`config.mk`:
```
export PLATFORM = sky130hd
export DESIGN_NAME = riscv_irq_ctrl
export DESIGN_NICKNAME = d
export VERILOG_FILES = /design/src/rtl/riscv_irq_ctrl_pkg.sv /design/src/rtl/riscv_irq_sync.sv /design/src/rtl/riscv_irq_ctrl.sv
export SDC_FILE = /design/constraint.sdc
export NUM_CORES = 1
export LEC_CHECK = 0
export ABC_AREA = 1
export CORE_UTILIZATION = 53
export CTS_CLUSTER_DIAMETER = 60
export DETAILED_ROUTE_END_ITERATION = 6
export PLACE_DENSITY_LB_ADDON = 0.15
export REMOVE_ABC_BUFFERS = 1
export SKIP_CTS_REPAIR_TIMING = 1
export SLEW_MARGIN = 30
export SYNTH_ARGS = -nofsm -noshare
export SYNTH_HDL_FRONTEND = slang
export SYNTH_SLANG_ARGS = --single-unit
```
`constraint.sdc`:
```
create_clock -name clk -period 1.4 [get_ports clk]
set_input_delay 0.21 -clock clk [delete_from_list [all_inputs] [get_ports clk]]
set_output_delay 0.21 -clock clk [all_outputs]
set_load 0.05 [all_outputs]
```
`src/rtl/riscv_irq_ctrl_pkg.sv`:
```
// ----------------------------------------------------------------------------
// riscv_irq_ctrl_pkg
// Shared definitions for the RISC-V interrupt controller:
//   - register map addresses for the configuration port
//   - controller state encoding
//   - upper bound on the number of sources and a priority-encode helper
// ----------------------------------------------------------------------------
package riscv_irq_ctrl_pkg;

   // Hard ceiling on NUM_SRC; the priority helper is sized for it.
   localparam int MAX_SRC = 32;

   // Register select values on cfg_addr.
   localparam logic [1:0] ADDR_ENABLE  = 2'd0;
   localparam logic [1:0] ADDR_MODE    = 2'd1;
   localparam logic [1:0] ADDR_PENDING = 2'd2;
   localparam logic [1:0] ADDR_STATUS  = 2'd3;

   typedef enum logic [1:0] {
      IDLE    = 2'd0,
      REQ     = 2'd1,
      SERVICE = 2'd2
   } irq_state_t;

   // Index of the lowest set bit (index 0 = highest priority).
   // Returns 0 for an empty vector; callers qualify with a separate |vec.
   function automatic logic [4:0] lowest_set_idx(input logic [MAX_SRC-1:0] vec);
      logic [4:0] idx;
      idx = 5'd0;
      for (int i = MAX_SRC - 1; i >= 0; i--) begin
         idx = vec[i] ? 5'(i) : idx;
      end
      return idx;
   endfunction

endpackage : riscv_irq_ctrl_pkg

```
`src/rtl/riscv_irq_sync.sv`:
```
// ----------------------------------------------------------------------------
// riscv_irq_sync
// Single-bit synchroniser for one raw interrupt line, with an optional
// rising-edge detector on the synchronised value.
// Ports:
//   clk   in   system clock
//   rst   in   asynchronous active-low reset
//   d     in   raw asynchronous input
//   s     out  synchronised level (SYNC_STAGES flops after d)
//   rise  out  s & ~s delayed one cycle (tied 0 when EDGE_OUT = 0)
// ----------------------------------------------------------------------------
module riscv_irq_sync #(
   parameter int   SYNC_STAGES = 2,    // legal range 2..3
   parameter logic EDGE_OUT    = 1'b1
) (
   input  logic clk,
   input  logic rst,
   input  logic d,
   output logic s,
   output logic rise
);

   logic [SYNC_STAGES-1:0] sync_q;
   logic [SYNC_STAGES-1:0] sync_d;
   logic                   s_dly_q;
   logic                   s_dly_d;

   // Next-state for the synchroniser chain and the one-cycle delayed copy.
   always_comb begin
      sync_d  = {sync_q[SYNC_STAGES-2:0], d};
      s_dly_d = sync_q[SYNC_STAGES-1];
   end

   // Synchroniser and delay flops.
   always_ff @(posedge clk or negedge rst) begin
      if (!rst) begin
         sync_q  <= '0;
         s_dly_q <= 1'b0;
      end else begin
         sync_q  <= sync_d;
         s_dly_q <= s_dly_d;
      end
   end

   assign s = sync_q[SYNC_STAGES-1];

   if (EDGE_OUT) begin : g_edge
      assign rise = sync_q[SYNC_STAGES-1] & ~s_dly_q;
   end else begin : g_no_edge
      assign rise = 1'b0;
   end

endmodule : riscv_irq_sync

```
`src/rtl/riscv_irq_ctrl.sv`:
```
// ----------------------------------------------------------------------------
// riscv_irq_ctrl
// Fixed-priority interrupt controller for the RISC-V core. Each of NUM_SRC
// sources is synchronised, can be enabled, and is treated as level or edge.
// One request at a time is offered to the core; the core claims it with
// irq_ack and retires it with irq_eoi (no nesting).
// Ports:
//   clk, rst            clock, asynchronous active-low reset
//   irq_src             raw asynchronous source lines
//   cfg_we/addr/wdata   register write port (0 ENABLE, 1 MODE,
//                       2 PENDING write-1-to-clear, 3 STATUS read-only)
//   cfg_rdata           combinational read of register at cfg_addr
//   irq_req, irq_id     registered request and source index to the core
//   irq_ack, irq_eoi    claim and end-of-interrupt pulses from the core
// STATUS layout: bit NUM_SRC-1 = in-service valid, low ID_W bits = id.
// ----------------------------------------------------------------------------
module riscv_irq_ctrl
   import riscv_irq_ctrl_pkg::*;
#(
   parameter int NUM_SRC     = 8,   // legal range 2..MAX_SRC
   parameter int SYNC_STAGES = 2,   // legal range 2..3
   parameter int ID_W        = $clog2(NUM_SRC)
) (
   input  logic               clk,
   input  logic               rst,
   input  logic [NUM_SRC-1:0] irq_src,
   input  logic               cfg_we,
   input  logic [1:0]         cfg_addr,
   input  logic [NUM_SRC-1:0] cfg_wdata,
   output logic [NUM_SRC-1:0] cfg_rdata,
   output logic               irq_req,
   output logic [ID_W-1:0]    irq_id,
   input  logic               irq_ack,
   input  logic               irq_eoi
);

   logic [NUM_SRC-1:0] s_vec;
   logic [NUM_SRC-1:0] rise_vec;

   logic [NUM_SRC-1:0] enable_q,  enable_d;
   logic [NUM_SRC-1:0] mode_q,    mode_d;
   logic [NUM_SRC-1:0] pending_q, pending_d;
   irq_state_t         state_q,   state_d;
   logic               irq_req_q, irq_req_d;
   logic [ID_W-1:0]    irq_id_q,  irq_id_d;
   logic [ID_W-1:0]    isr_id_q,  isr_id_d;

   logic [NUM_SRC-1:0] cand_vec_s;
   logic               cand_any_s;
   logic [ID_W-1:0]    cand_id_s;
   logic               claim_s;
   logic [NUM_SRC-1:0] one_s;
   logic [NUM_SRC-1:0] clr_vec_s;
   logic [NUM_SRC-1:0] status_s;

   for (genvar g = 0; g < NUM_SRC; g++) begin : g_sync
      riscv_irq_sync #(
         .SYNC_STAGES (SYNC_STAGES),
         .EDGE_OUT    (1'b1)
      ) u_sync (
         .clk  (clk),
         .rst  (rst),
         .d    (irq_src[g]),
         .s    (s_vec[g]),
         .rise (rise_vec[g])
      );
   end

   // Highest-priority enabled pending source.
   always_comb begin
      cand_vec_s = pending_q & enable_q;
      cand_any_s = |cand_vec_s;
      cand_id_s  = ID_W'(lowest_set_idx(MAX_SRC'(cand_vec_s)));
   end

   // Request/claim state machine next-state and registered outputs.
   // A vanished candidate wins over a same-cycle ack: nothing is left to claim.
   always_comb begin
      state_d   = state_q;
      irq_req_d = irq_req_q;
      irq_id_d  = irq_id_q;
      isr_id_d  = isr_id_q;
      claim_s   = 1'b0;
      case (state_q)
         IDLE: begin
            if (cand_any_s) begin
               state_d   = REQ;
               irq_req_d = 1'b1;
               irq_id_d  = cand_id_s;
            end else begin
               irq_req_d = 1'b0;
            end
         end
         REQ: begin
            if (!cand_any_s) begin
               state_d   = IDLE;
               irq_req_d = 1'b0;
            end else if (irq_ack) begin
               // The core claimed the id it was shown, i.e. irq_id_q.
               state_d   = SERVICE;
               irq_req_d = 1'b0;
               isr_id_d  = irq_id_q;
               claim_s   = 1'b1;
            end else begin
               irq_req_d = 1'b1;
               irq_id_d  = cand_id_s;
            end
         end
         SERVICE: begin
            // eoi takes precedence; ack is meaningless here.
            if (irq_eoi) begin
               state_d  = IDLE;
               isr_id_d = '0;
            end else begin
               state_d  = SERVICE;
            end
         end
         default: begin
            state_d   = IDLE;
            irq_req_d = 1'b0;
            isr_id_d  = '0;
         end
      endcase
   end

   // Configuration registers and pending latches. Edge sources: a new edge
   // beats a same-cycle clear (claim or W1C). Level sources follow s.
   always_comb begin
      one_s     = {{(NUM_SRC-1){1'b0}}, 1'b1};
      clr_vec_s = '0;
      if (claim_s) begin
         clr_vec_s = one_s << irq_id_q;
      end else begin
         clr_vec_s = '0;
      end
      if (cfg_we && (cfg_addr == ADDR_PENDING)) begin
         clr_vec_s = clr_vec_s | cfg_wdata;
      end else begin
         clr_vec_s = clr_vec_s;
      end
      if (cfg_we && (cfg_addr == ADDR_ENABLE)) begin
         enable_d = cfg_wdata;
      end else begin
         enable_d = enable_q;
      end
      if (cfg_we && (cfg_addr == ADDR_MODE)) begin
         mode_d = cfg_wdata;
      end else begin
         mode_d = mode_q;
      end
      pending_d = (mode_q & (rise_vec | (pending_q & ~clr_vec_s)))
                | (~mode_q & s_vec);
   end

   // Combinational register read-back.
   always_comb begin
      status_s              = '0;
      status_s[ID_W-1:0]    = isr_id_q;
      status_s[NUM_SRC-1]   = (state_q == SERVICE);
      case (cfg_addr)
         ADDR_ENABLE:  cfg_rdata = enable_q;
         ADDR_MODE:    cfg_rdata = mode_q;
         ADDR_PENDING: cfg_rdata = pending_q;
         ADDR_STATUS:  cfg_rdata = status_s;
         default:      cfg_rdata = '0;
      endcase
   end

   // State, configuration and output registers.
   always_ff @(posedge clk or negedge rst) begin
      if (!rst) begin
         enable_q  <= '0;
         mode_q    <= '0;
         pending_q <= '0;
         state_q   <= IDLE;
         irq_req_q <= 1'b0;
         irq_id_q  <= '0;
         isr_id_q  <= '0;
      end else begin
         enable_q  <= enable_d;
         mode_q    <= mode_d;
         pending_q <= pending_d;
         state_q   <= state_d;
         irq_req_q <= irq_req_d;
         irq_id_q  <= irq_id_d;
         isr_id_q  <= isr_id_d;
      end
   end

   assign irq_req = irq_req_q;
   assign irq_id  = irq_id_q;

endmodule : riscv_irq_ctrl
```
==> results by group <==
Synthesis
  – Yosys reg bits: 57
  – Mapped Avg Cell Area: 8.89 um2
  – Post-synth EDFFs: 0
  – Yosys warnings: 0
  – Async SR Flop Fraction: 1.00
  – Yosys top cell by area: dfrtp_1
  – Post-synthesis cell type count: 19
  – Area share of the largest cell type after synthesis: 0.583
  – Area of the mapped netlist: 0.00244 mm2
  – Post-synth top cells: nand2_1, dfrtp_1, inv_1
  – Seq/Total Area, Yosys: 0.583
  – Most instantiated library cell after synthesis: nand2_1
  – Synth area leaders: dfrtp_1, nand2_1, inv_1
  – Synth Instances: 275
  – Most used DFF post-synth: dfrtp_1

Global route
  – First-pass GRT wire length: 9.04 mm
  – Global route overflow: 0
  – Antenna violations before repair: 0
  – Number of global-route vias before repair: 1967
  – Largest net degree at the start of global routing: 58
  – Gr usage total: 0.249

Clock network
  – CTS root buf: clkbuf_8
  – Longest Clk Path Bufs: 2
  – # H-tree levels: 3
  – Reg clk slew, reported paths: 0.06 ns
  – Clk Latency, worst-skew pair: 0.34 ns
  – CTS tree: yes
  – Num Clock Sinks: 57
  – CTS buffer count: 9

Cells and area
  – Final Util: 0.808
  – Antenna cells: 0
  – Layout cells sized above 1: 0.280
  – Final nets: 375
  – Area Growth Syn to Fin: 44.8%

Worst hold path
  – Hold_sp: irq_src[1]
  – Worst min-delay path category: in2reg

Route
  – Antenna Violating Nets Remaining: 0
  – Pre-antenna DRT Iters: 4
  – Via Count: 2104
  – Initial DRC Count: 258
  – Drt wl/cell: 14.0 um
  – Total Wirelength: 5.74 mm
  – DRC: 0
  – Vias/cell: 5.14

Run status
  – Status: finished with violations
  – Failing checks: setup timing

STA
  – Final Setup Violations: 5
  – Tmin final: 1.50 ns
  – Final hold vios: 0
  – Unrepaired setup endpoints after global routing: yes
  – Max_slew headroom: 0.791
  – Slew @ Worst Pin: 0.313 ns
  – Worst Slack Setup Final: -0.102 ns
  – Slew Limit Fails: 0
  – Clk_skew: 0.00905 ns
  – Setup TNS: -0.274 ns
  – Max Clk Rate: 666 MHz
  – Period utilization: 1.07

Place
  – Post-Place Worst Slack: -0.324 ns
  – Global placer's final weighted congestion: 0.909
  – Hpwl dp: 3.77 mm
  – PortBufs: 34

Pwr
  – Peak VDD IR: 994 uV
  – Total power: 0.00573 W
  – Pwr Density: 1620 mW/mm2
  – P_leak: 1.84 nW

Job
  – Max-Cap Viols: 0

Worst setup path
  – CP arrival: 1.29 ns
  – Worst Path Required: 1.19 ns
  – Crit path launch: pending_q[2]$_DFF_PN0_
  – Worst r2r src: pending_q[2]$_DFF_PN0_
  – Kind of critical path: reg2out
  – Crit path capture type: output pin
  – Worst-path maximum fanout: 2
  – Critical Path Source Type: register

Floorplanning
  – Num rows: 24
  – IO Pins: 35
  – Core area: 0.00438 mm2
  – Full die area: 0.00489 mm2
  – Die X: 69.9 um
  – Die Y: 69.9 um
  – Starting density of the core: 0.558
power breakdown:
group | internal, W | switching, W | total (W)
combinational | 0.000921 | 0.00113 | 0.00205
clock | 0.000866 | 0.000625 | 0.00149
sequential | 0.00191 | 0.000279 | 0.00219
total | 0.00370 | 0.00203 | 0.00573
layout by cell type (no fill, tap or decap), drive strengths merged:
master         instances
a21oi                  2
buf                   47
bufinv                 1
clkbuf                13
clkdlybuf4s50         19
clkinv                 2
dfrtp                 57
dlygate4sd3            1
dlymetal6s2s           2
inv                   33
nand2                117
nand3                 10
nand3b                 1
nand4                 12
nor2                  13
o211ai                 8
o21a                   1
o21ai                 18
sequential cells by signal (all words and copies together), names as in the netlist:
register / flops
g_sync.u_sync.sync_q: 16
enable_q: 8
g_sync.u_sync.s_dly_q: 8
mode_q: 8
pending_q: 8
irq_id: 3
isr_id_q: 3
state_q: 2
irq_req: 1
cells by family after synthesis:
group,count (synthesis),share of synthesized area
DFF,57,0.583
and+or+nand+nor,153,0.271
buffers and inverters,36,0.0645
AOI/OAI and AO/OA,29,0.0809
layout make-up:
cell class                 instances  area (um2)
clock buffer                      13         149
clock inverter                     3        40.0
fill                             274         843
inverter                          33         124
multi-input combinational        182         935
sequential                        57        1430
tap                               52        65.1
timing repair buffer              69         801
through the flow:
stage,cells,instance area (um2),hold slack (ns)
global placement,386,3180,0.232
finish,409,3540,0.315
global route,409,3540,0.307
floorplan,272,2410,-0.0856
detailed placement,386,3180,0.235
CTS,402,3370,-0.131
per-layer routing:
metal | global-route usage | up-vias | routed length (um)
li1 | - | 1030 | -
met1 | 0.343 | 994 | 2540
met2 | 0.374 | 65 | 2750
met3 | 0.0418 | 15 | 297
met4 | 0.144 | 0 | 158
met5 | 0 | - | 0
critical path, cell delays in order, from the launching register on:
cell and delay [ns]:
dfrtp_1 0.40, buf_6 0.13, nand2_2 0.04, nand4_1 0.18, buf_12 0.21
path summary, 6_finish.rpt:
| kind | endpoint | slack [ns] | depth (start not counted) |
|---|---|---|---|
| setup / recovery | cfg_rdata[2] | -0.10 | 4 |
| hold / removal | g_sync[1].u_sync.sync_q[0]$_DFF_PN0_ | 0.31 | 1 |
| setup reg to reg | pending_q[0]$_DFF_PN0_ | 0 | 9 |
| hold reg to reg | g_sync[4].u_sync.sync_q[1]$_DFF_PN0_ | 0.34 | 0 |
| max in group asynchronous | g_sync[5].u_sync.s_dly_q$_DFF_PN0_ | 0.73 | 3 |
| min in group asynchronous | g_sync[6].u_sync.sync_q[1]$_DFF_PN0_ | 0.38 | 3 |
No activity file was read; power rests on OpenSTA's default activity.
